`src/rtl/move_selector_if.sv`:
```
// Move handshake between the player front end and the game block: move_x/move_y qualified by valid/ready.
// Master offers the move; slave accepts it with move_ready.
interface move_selector_if;
  logic       move_valid;
  logic       move_ready;
  logic [1:0] move_x;
  logic [1:0] move_y;

  modport master (output move_valid, output move_x, output move_y, input move_ready);
  modport slave  (input move_valid, input move_x, input move_y, output move_ready);
endinterface

```
`src/rtl/move_selector.sv`:
```
// Debounced 3x3 cursor plus one validated move per confirm press; press fires DEBOUNCE_CYCLES+2 after a raw edge.
// A move is held on moveBus until move_ready; held confirm cannot issue a second move until released.
module move_selector #(
  parameter int DEBOUNCE_CYCLES = 500000,
  parameter int CNT_W           = 20
) (
  input  logic       clock,
  input  logic       reset,
  input  logic       btn_up,
  input  logic       btn_down,
  input  logic       btn_left,
  input  logic       btn_right,
  input  logic       btn_confirm,
  input  logic       enable,
  input  logic [8:0] occupied,
  output logic [1:0] cursor_x,
  output logic [1:0] cursor_y,
  output logic       reject,
  move_selector_if.master moveBus
);

  localparam int UP = 0;
  localparam int DOWN = 1;
  localparam int LEFT = 2;
  localparam int RIGHT = 3;
  localparam int CONFIRM = 4;
  localparam logic [CNT_W-1:0] CNT_LAST = CNT_W'(DEBOUNCE_CYCLES - 1);

  typedef enum logic [1:0] {SELECT, OFFER, RELEASE} selState;

  logic [4:0]            btnRaw;
  logic [4:0]            syncA;
  logic [4:0]            syncB;
  logic [4:0]            level;
  logic [4:0][CNT_W-1:0] cnt;
  logic [4:0]            press;

  selState    state;
  selState    stateNext;
  logic [1:0] xNext;
  logic [1:0] yNext;
  logic [1:0] moveX;
  logic [1:0] moveY;
  logic [1:0] moveXNext;
  logic [1:0] moveYNext;
  logic       rejectNext;
  logic [3:0] cellIdx;

  assign btnRaw = {btn_confirm, btn_right, btn_left, btn_down, btn_up};

  always_ff @(posedge clock or negedge reset) begin
    if (!reset) begin
      syncA <= '0;
      syncB <= '0;
      level <= '0;
      cnt   <= '0;
    end else begin
      syncA <= btnRaw;
      syncB <= syncA;
      for (int i = 0; i < 5; i++) begin
        if (syncB[i] == level[i]) begin
          cnt[i] <= '0;
        end else if (cnt[i] == CNT_LAST) begin
          level[i] <= ~level[i];
          cnt[i]   <= '0;
        end else begin
          cnt[i] <= cnt[i] + CNT_W'(1);
        end
      end
    end
  end

  // Press is raised in the cycle whose edge flips the debounced level high,
  // so the consumer acts on the same edge the level changes.
  always_comb begin
    press = '0;
    for (int i = 0; i < 5; i++) begin
      press[i] = syncB[i] & ~level[i] & (cnt[i] == CNT_LAST);
    end
  end

  function automatic logic [1:0] stepAxis(input logic [1:0] pos, input logic dec, input logic inc);
    logic [1:0] res;
    res = pos;
    if (inc && !dec) begin
      res = (pos == 2'd2) ? 2'd0 : pos + 2'd1;
    end else if (dec && !inc) begin
      res = (pos == 2'd0) ? 2'd2 : pos - 2'd1;
    end
    return res;
  endfunction

  assign cellIdx = 4'(cursor_y) * 4'd3 + 4'(cursor_x);

  always_comb begin
    stateNext  = state;
    xNext      = cursor_x;
    yNext      = cursor_y;
    moveXNext  = moveX;
    moveYNext  = moveY;
    rejectNext = 1'b0;
    case (state)
      SELECT: begin
        xNext = stepAxis(cursor_x, press[LEFT], press[RIGHT]);
        yNext = stepAxis(cursor_y, press[UP], press[DOWN]);
        if (press[CONFIRM] && enable) begin
          if (occupied[cellIdx]) begin
            rejectNext = 1'b1;
          end else begin
            moveXNext = cursor_x;
            moveYNext = cursor_y;
            stateNext = OFFER;
          end
        end
      end
      OFFER: begin
        if (moveBus.move_ready) begin
          stateNext = RELEASE;
        end
      end
      RELEASE: begin
        if (!level[CONFIRM]) begin
          stateNext = SELECT;
        end
      end
      default: stateNext = SELECT;
    endcase
  end

  always_ff @(posedge clock or negedge reset) begin
    if (!reset) begin
      state    <= SELECT;
      cursor_x <= 2'd0;
      cursor_y <= 2'd0;
      moveX    <= 2'd0;
      moveY    <= 2'd0;
      reject   <= 1'b0;
    end else begin
      state    <= stateNext;
      cursor_x <= xNext;
      cursor_y <= yNext;
      moveX    <= moveXNext;
      moveY    <= moveYNext;
      reject   <= rejectNext;
    end
  end

  assign moveBus.move_valid = (state == OFFER);
  assign moveBus.move_x     = moveX;
  assign moveBus.move_y     = moveY;

endmodule
```
`src/flat_wrapper.sv`:
```
// flat-port wrapper written by rule: the top's interface ports become plain ports
module move_selector_flat 
#(
  parameter int DEBOUNCE_CYCLES = 500000,
  parameter int CNT_W           = 20
)
  (clock, reset, btn_up, btn_down, btn_left, btn_right, btn_confirm, enable, occupied, cursor_x, cursor_y, reject, moveBus_move_valid, moveBus_move_x, moveBus_move_y, moveBus_move_ready);
  move_selector_if moveBus_i ();
  input  logic clock;
  input  logic reset;
  input  logic btn_up;
  input  logic btn_down;
  input  logic btn_left;
  input  logic btn_right;
  input  logic btn_confirm;
  input  logic enable;
  input  logic [8:0] occupied;
  output logic [1:0] cursor_x;
  output logic [1:0] cursor_y;
  output logic reject;
  output wire logic [$bits(moveBus_i.move_valid)-1:0] moveBus_move_valid;
  output wire logic [$bits(moveBus_i.move_x)-1:0] moveBus_move_x;
  output wire logic [$bits(moveBus_i.move_y)-1:0] moveBus_move_y;
  input wire logic [$bits(moveBus_i.move_ready)-1:0] moveBus_move_ready;
  assign moveBus_move_valid = moveBus_i.move_valid;
  assign moveBus_move_x = moveBus_i.move_x;
  assign moveBus_move_y = moveBus_i.move_y;
  assign moveBus_i.move_ready = moveBus_move_ready;
  move_selector #(.DEBOUNCE_CYCLES(DEBOUNCE_CYCLES), .CNT_W(CNT_W)) u_core (.clock(clock), .reset(reset), .btn_up(btn_up), .btn_down(btn_down), .btn_left(btn_left), .btn_right(btn_right), .btn_confirm(btn_confirm), .enable(enable), .occupied(occupied), .cursor_x(cursor_x), .cursor_y(cursor_y), .reject(reject), .moveBus(moveBus_i));
endmodule
```
`config.mk`:
```
export PLATFORM = sky130hd
export DESIGN_NAME = move_selector_flat
export DESIGN_NICKNAME = d
export VERILOG_FILES = /design/src/rtl/move_selector_if.sv /design/src/rtl/move_selector.sv /design/src/flat_wrapper.sv
export SDC_FILE = /design/constraint.sdc
export NUM_CORES = 1
export LEC_CHECK = 0
export ABC_AREA = 1
export BUFFER_PORTS_ARGS = -buffer_cell sky130_fd_sc_hd__buf_2
export CAP_MARGIN = 10
export CORE_AREA = 8 8 157 159
export CTS_BUF_LIST = sky130_fd_sc_hd__clkbuf_2 sky130_fd_sc_hd__clkbuf_4 sky130_fd_sc_hd__clkbuf_8
export DETAILED_ROUTE_END_ITERATION = 8
export DIE_AREA = 0 0 165 167
export GPL_TIMING_DRIVEN = 0
export HOLD_SLACK_MARGIN = 0.06
export PLACE_DENSITY_LB_ADDON = 0.12
export SLEW_MARGIN = 20
export SYNTH_ARGS = -nofsm -noshare
export SYNTH_HDL_FRONTEND = slang
export SYNTH_SLANG_ARGS = --single-unit
```
`constraint.sdc`:
```
create_clock -name clock -period 3.6 [get_ports clock]
set_input_delay 0.36 -clock clock [delete_from_list [all_inputs] [get_ports clock]]
set_output_delay 0.36 -clock clock [all_outputs]
set_load 0.02 [all_outputs]
```
; ---- After elaboration in Yosys (flattened, before gate mapping)
; Cells that the tools add are included.
[totals]
ff_bits = 126
latchBits = 0
ramBits = 0
mem_bits_ro = 0
input_bits = 18
output_inout_bits = 10
mem_count = 0
[classes]
n_addsub = 10
n_mul = 1
div_mod_pow = 0
order_cmp = 1
n_eq_ne = 18
shift = 0
mux = 28
n_bitwise = 21
reduce_logical = 23
[op_table]
columns = operator, n
row1 = $mux 20, 10
row2 = $add 20x1->20 const B, 5
row3 = $eq 20x19->1 const B, 5
row4 = $mux 2, 12
row5 = $reduce_and 2->1, 7
row6 = $not 1->1, 11
row7 = $and 1x1->1, 10
row8 = $eq 2x2->1 const B, 3
row9 = $logic_not 2->1, 3
row10 = $pmux 2 s3, 1
row11 = $eq 1x1->1, 5
row12 = $logic_and 1x1->1, 5
row13 = $lt 4x5->1 const B, 1
row14 = $add 2x1->2 const B, 2
row15 = $add 4x2->4, 1
row16 = $bmux 1 s4, 1
row17 = $logic_not 1->1, 4
row18 = $mul 2x2->4 const B, 1
row19 = $mux 1, 4
row20 = $ne 2x1->1 const B, 2
row21 = $ne 2x2->1 const B, 2
row22 = $reduce_and 4->1, 1
row23 = $reduce_bool 2->1, 2
row24 = $sub 2x1->2 const B, 2
row25 = 2 further kinds, 2

; ---- Depth between registers and ports, before layout
[logic_depth]
ltp_word = 7
mapped_depth = 12
mapped_depth_nobuf = 12

; ---- Worst setup path before layout
; OpenSTA, ideal clock, no wires.
[synth_path]
path_kind = register to register
startpoint = register u_core.cursor_y[1]
endpoint = register u_core.moveX[0] (netlist: u_core.moveBus.move_x[0])
setup_ns = 0.124
t_arrival_ns = 2.208
t_required_ns = 3.476
slack_ns = 1.268
stages_incl_launch_ff = 10
path_buffers = 0
cell_sequence = dfrtp_1 > fa_1 > ha_1 > fa_1 > nand3b_1 > nand3_1 > nand2_1 > nand2_1 > nand2_1 > o21ai_1
[synth_via]
elab_chain_len = 6
[synth_lines]
columns = item, line_no
row1 = from (decl), move_selector.sv:17  ; output logic [1:0] cursor_y,
row2 = from (signal assigned), move_selector.sv:141  ; cursor_y <= yNext;
row3 = $mul 2x2->4, move_selector.sv:93  ; assign cellIdx = 4'(cursor_y) * 4'd3 + 4'(cursor_x);
row4 = $add 4x2->4, move_selector.sv:93
row5 = $bmux 1 s4, move_selector.sv:107  ; if (occupied[cellIdx]) begin
row6 = $mux 1 (not written as such), move_selector.sv:107
row7 = $not 1->1 (no source line), --
row8 = $reduce_and 3->1 (no source line), --
row9 = to (signal assigned), move_selector.sv:142  ; moveX <= moveXNext;
row10 = to (decl), move_selector.sv:42  ; logic [1:0] moveX;
; Every way passes these cells. The select of a mux whose other input is x is not followed.
; A chain may end at the register's enable or synchronous reset.

; ---- Worst setup path in the final report
[layout_path]
startpoint = register u_core.cursor_x[1]
endpoint = register u_core.moveX[0] (netlist: u_core.moveBus.move_x[0])
[layout_via]
elab_chain_len = 5
[layout_lines]
columns = item, line_no
row1 = from (decl), move_selector.sv:16  ; output logic [1:0] cursor_x,
row2 = from (signal assigned), move_selector.sv:140  ; cursor_x <= xNext;
row3 = $add 4x2->4, move_selector.sv:93
row4 = $bmux 1 s4, move_selector.sv:107
row5 = $mux 1 (not written as such), move_selector.sv:107
row6 = $not 1->1 (no source line), --
row7 = $reduce_and 3->1 (no source line), --
; Every way passes these cells. The select of a mux whose other input is x is not followed.

==> impl_metrics.tcl <==
set metrics [dict create \
    area_delta_synth_final_pct 16.0 \
    critical_path.endpoint_type "flip-flop" \
    required_ps 3930 \
    path_class "reg -> reg" \
    p_leak_nw 3.37 \
    globalplace.congestion 0.775 \
    wl_mm 14.5 \
    arrival_ps 2790 \
    max_slew_margin_pct 65.8 \
    finish.net_count 886 \
    cts-root-buf "clkbuf_8" \
    start_util_pct 29.5 \
    dr.pass1.iters 5 \
    synth_cell_types 35 \
    setup_violations 0 \
    setup_ws_ps 1130 \
    ys_ff_latch 126 \
    track_usage_pct 11.3 \
    syn_inst 793 \
    fmax_ghz 0.406 \
    ctsHtreeMaxLevel 4 \
    powerDensity_mw_per_mm2 392 \
    cts_tree "built" \
    route.detailed.drc 0 \
    routed_via_density 4.42 \
    critPathTopFamily "adder cells" \
    critPathLaunchType "flip-flop" \
    antenna_found_initial 0 \
    final.setup.tns_ps 0 \
    cpMostUsedCell "nand2_1" \
    place_hpwl_mm 10.6 \
    post_drt_wl_per_cell_um 12.7 \
    dpl_cell_area_mm2 0.00709 \
    fin_crit_ps 2470 \
    fin_total_pwr_mw 2.98 \
    pre_cts_slack_ps 1140 \
    clock_sinks 126 \
    core_area_mm2 0.0222 \
    clock_path_buffers 2 \
    outcome "finished clean" \
    cp_max_fo 8 \
    synthesis.area_mm2 0.00657 \
    maxCapViolations 0 \
    num_io_pins 28 \
    io_buffers 27 \
    timing.critical_path.buf_inv 0 \
    fin_crit_sh_pct 68.5 \
    detail-route-antenna-nets 0 \
    grt_remaining_overflow 0 \
    ys_seq_area_share_pct 48.0 \
    worst_pin_slew_ps 513 \
    drive_gt1_share_pct 12.2 \
    rsz0062_at_grt "false" \
    multi_input_area_mm2 0.00303 \
    whs_ps 224 \
    insertion_delay_ps 450 \
    skew_ps 14.2 \
    cts_resized 0 \
    dieArea_mm2 0.0276 \
    grt_pass1_vias 5210 \
    maxSlewViolCount 0 \
    synth_fp_nets 833 \
    path_clk_slew_ps 70 \
    yosysWarningCount 0 \
    vias 5062 \
    synth.avg_cell_area_um2 8.28 \
    hold_viol_final 0 \
    diodes 0 \
    num-fill-cells 2368 \
    final_area_mm2 0.00761 \
    path_cells "fa_1, ha_1, fa_1, nand3b_1, nand3_1, nand2_1, nand2_1, nand2_1, o21ai_1" \
    cpPeakStageDelay_ps 530 \
    ir_drop_v 0.000165 \
    hold_class "in -> reg" \
    regArea_mm2 0.00315 \
    cts_buffers 17 \
    rows 55 \
    die_w_um 165 \
    grt_max_degree 71 \
    die-height_um 167 \
    grt_pass1_wl_mm 25.0 \
    cpMaxStageDelayCell "fa_1" \
    first_iter_violations 255 \
]
-- kinds of logic (layout without fill, tap and decap cells) --
family	after synthesis	count (layout)	synth area share [%]
and+or+nand+nor	438	438	30.7
DFF	126	126	48.0
buffers and inverters	102	168	5.87
AOI/OAI and AO/OA	60	60	5.01
xor gates and xnor gates	45	45	6.00
adders and majority gates	22	22	4.42
-- registers in the layout (all words and copies together), names as in the netlist, 5 cells and up --
signal and count:
u_core.syncA 5, u_core.syncB 5, u_core.cnt 100, u_core.level 5
-- worst register-to-register path, delay by kind of cell, from the launching register on --
family	cells	cell delay, ps
AO/OA/AOI/OAI	1	60
AND/OR/NAND/NOR	5	610
flip-flops	1	440
adder cells (fa/ha/maj)	3	1250
-- timing repair --
action | CTS | global route
hold endpoints to repair | 61 | 0
setup buffers | 0 | 0
hold buffers | 6 | 0
-- report_power, final --
group	internal, mW	switching [mW]	total [mW]
combinational	0.0354	0.0755	0.111
clock	0.844	0.585	1.43
sequential	1.43	0.00989	1.44
-- cell usage in the layout (no fill, tap or decap), types with 7 or more instances in the layout --
cell type    n
clkbuf_8    21
buf_2       27
nor2_1     150
nand2_2      7
xor2_1      41
o21ai_1      8
ha_1        20
nor2_2      16
a21oi_1     26
nor3_1      30
dfrtp_1    126
nand3_1     44
nand4_1     23
o21ai_0     13
inv_1       89
nand2_1    137
-- per-layer routing --
layer | track usage [%] | part of all wire, %
met1 | 14.9 | 51
met5 | 0 | 0
met4 | 4.27 | 1.4
met2 | 17.4 | 44
met3 | 2.91 | 3.5
-- worst paths after layout --
check                           depth (start not counted)                  endpoint                from  slack [ps]
worst max-delay path                                    9  u_core.moveBus.move_x[0]  u_core.cursor_x[1]        1130
min in group asynchronous                               2            u_core.cnt[79]               reset         440
worst max register to register                          9  u_core.moveBus.move_x[0]  u_core.cursor_x[1]        1130
worst min register to register                          0           u_core.syncB[0]     u_core.syncA[0]         350
worst min-delay path                                    4           u_core.state[0]  moveBus_move_ready         220
max in group asynchronous                               3            u_core.cnt[54]               reset        2450
-- cells in the mapped netlist (all sizes together) --
cell / number / share of area (%)
o21ai: 21 / 1.6
a211oi: 2 / 0.23
clkbuf: 6 / 0.36
dfrtp: 126 / 48
o21a: 4 / 0.46
o21bai: 1 / 0.11
nand2: 144 / 8.5
and3: 6 / 0.57
nor3b: 8 / 1.1
inv: 95 / 5.4
nand3b: 4 / 0.57
nor3: 34 / 2.9
nand4: 23 / 2.2
nor2: 171 / 11
nand3: 45 / 3.6
nor4: 2 / 0.19
xor2: 41 / 5.5
a21oi: 26 / 2.0
buf: 1 / 0.076
fa: 2 / 0.61
o211ai: 3 / 0.34
a31oi: 3 / 0.29
or2: 1 / 0.095
xnor2: 4 / 0.53
ha: 20 / 3.8
-- final cells by class --
cell class,count,area share (%)
timing repair buffer,34,3.06
clock inverter,9,2.05
inverter,95,4.68
buffer,7,0.378
sequential,126,41.4
tap,285,4.68
clock buffer,23,3.99
multi-input combinational,565,39.7
-- metrics by stage --
step	util (%)	cells
after CTS	34.3	1144
after global routing	34.3	1144
final	34.3	1144
after floorplan	-	793
after detailed placement	31.9	1106
after global placement	31.7	1105
(Power assumes the default switching activity.)
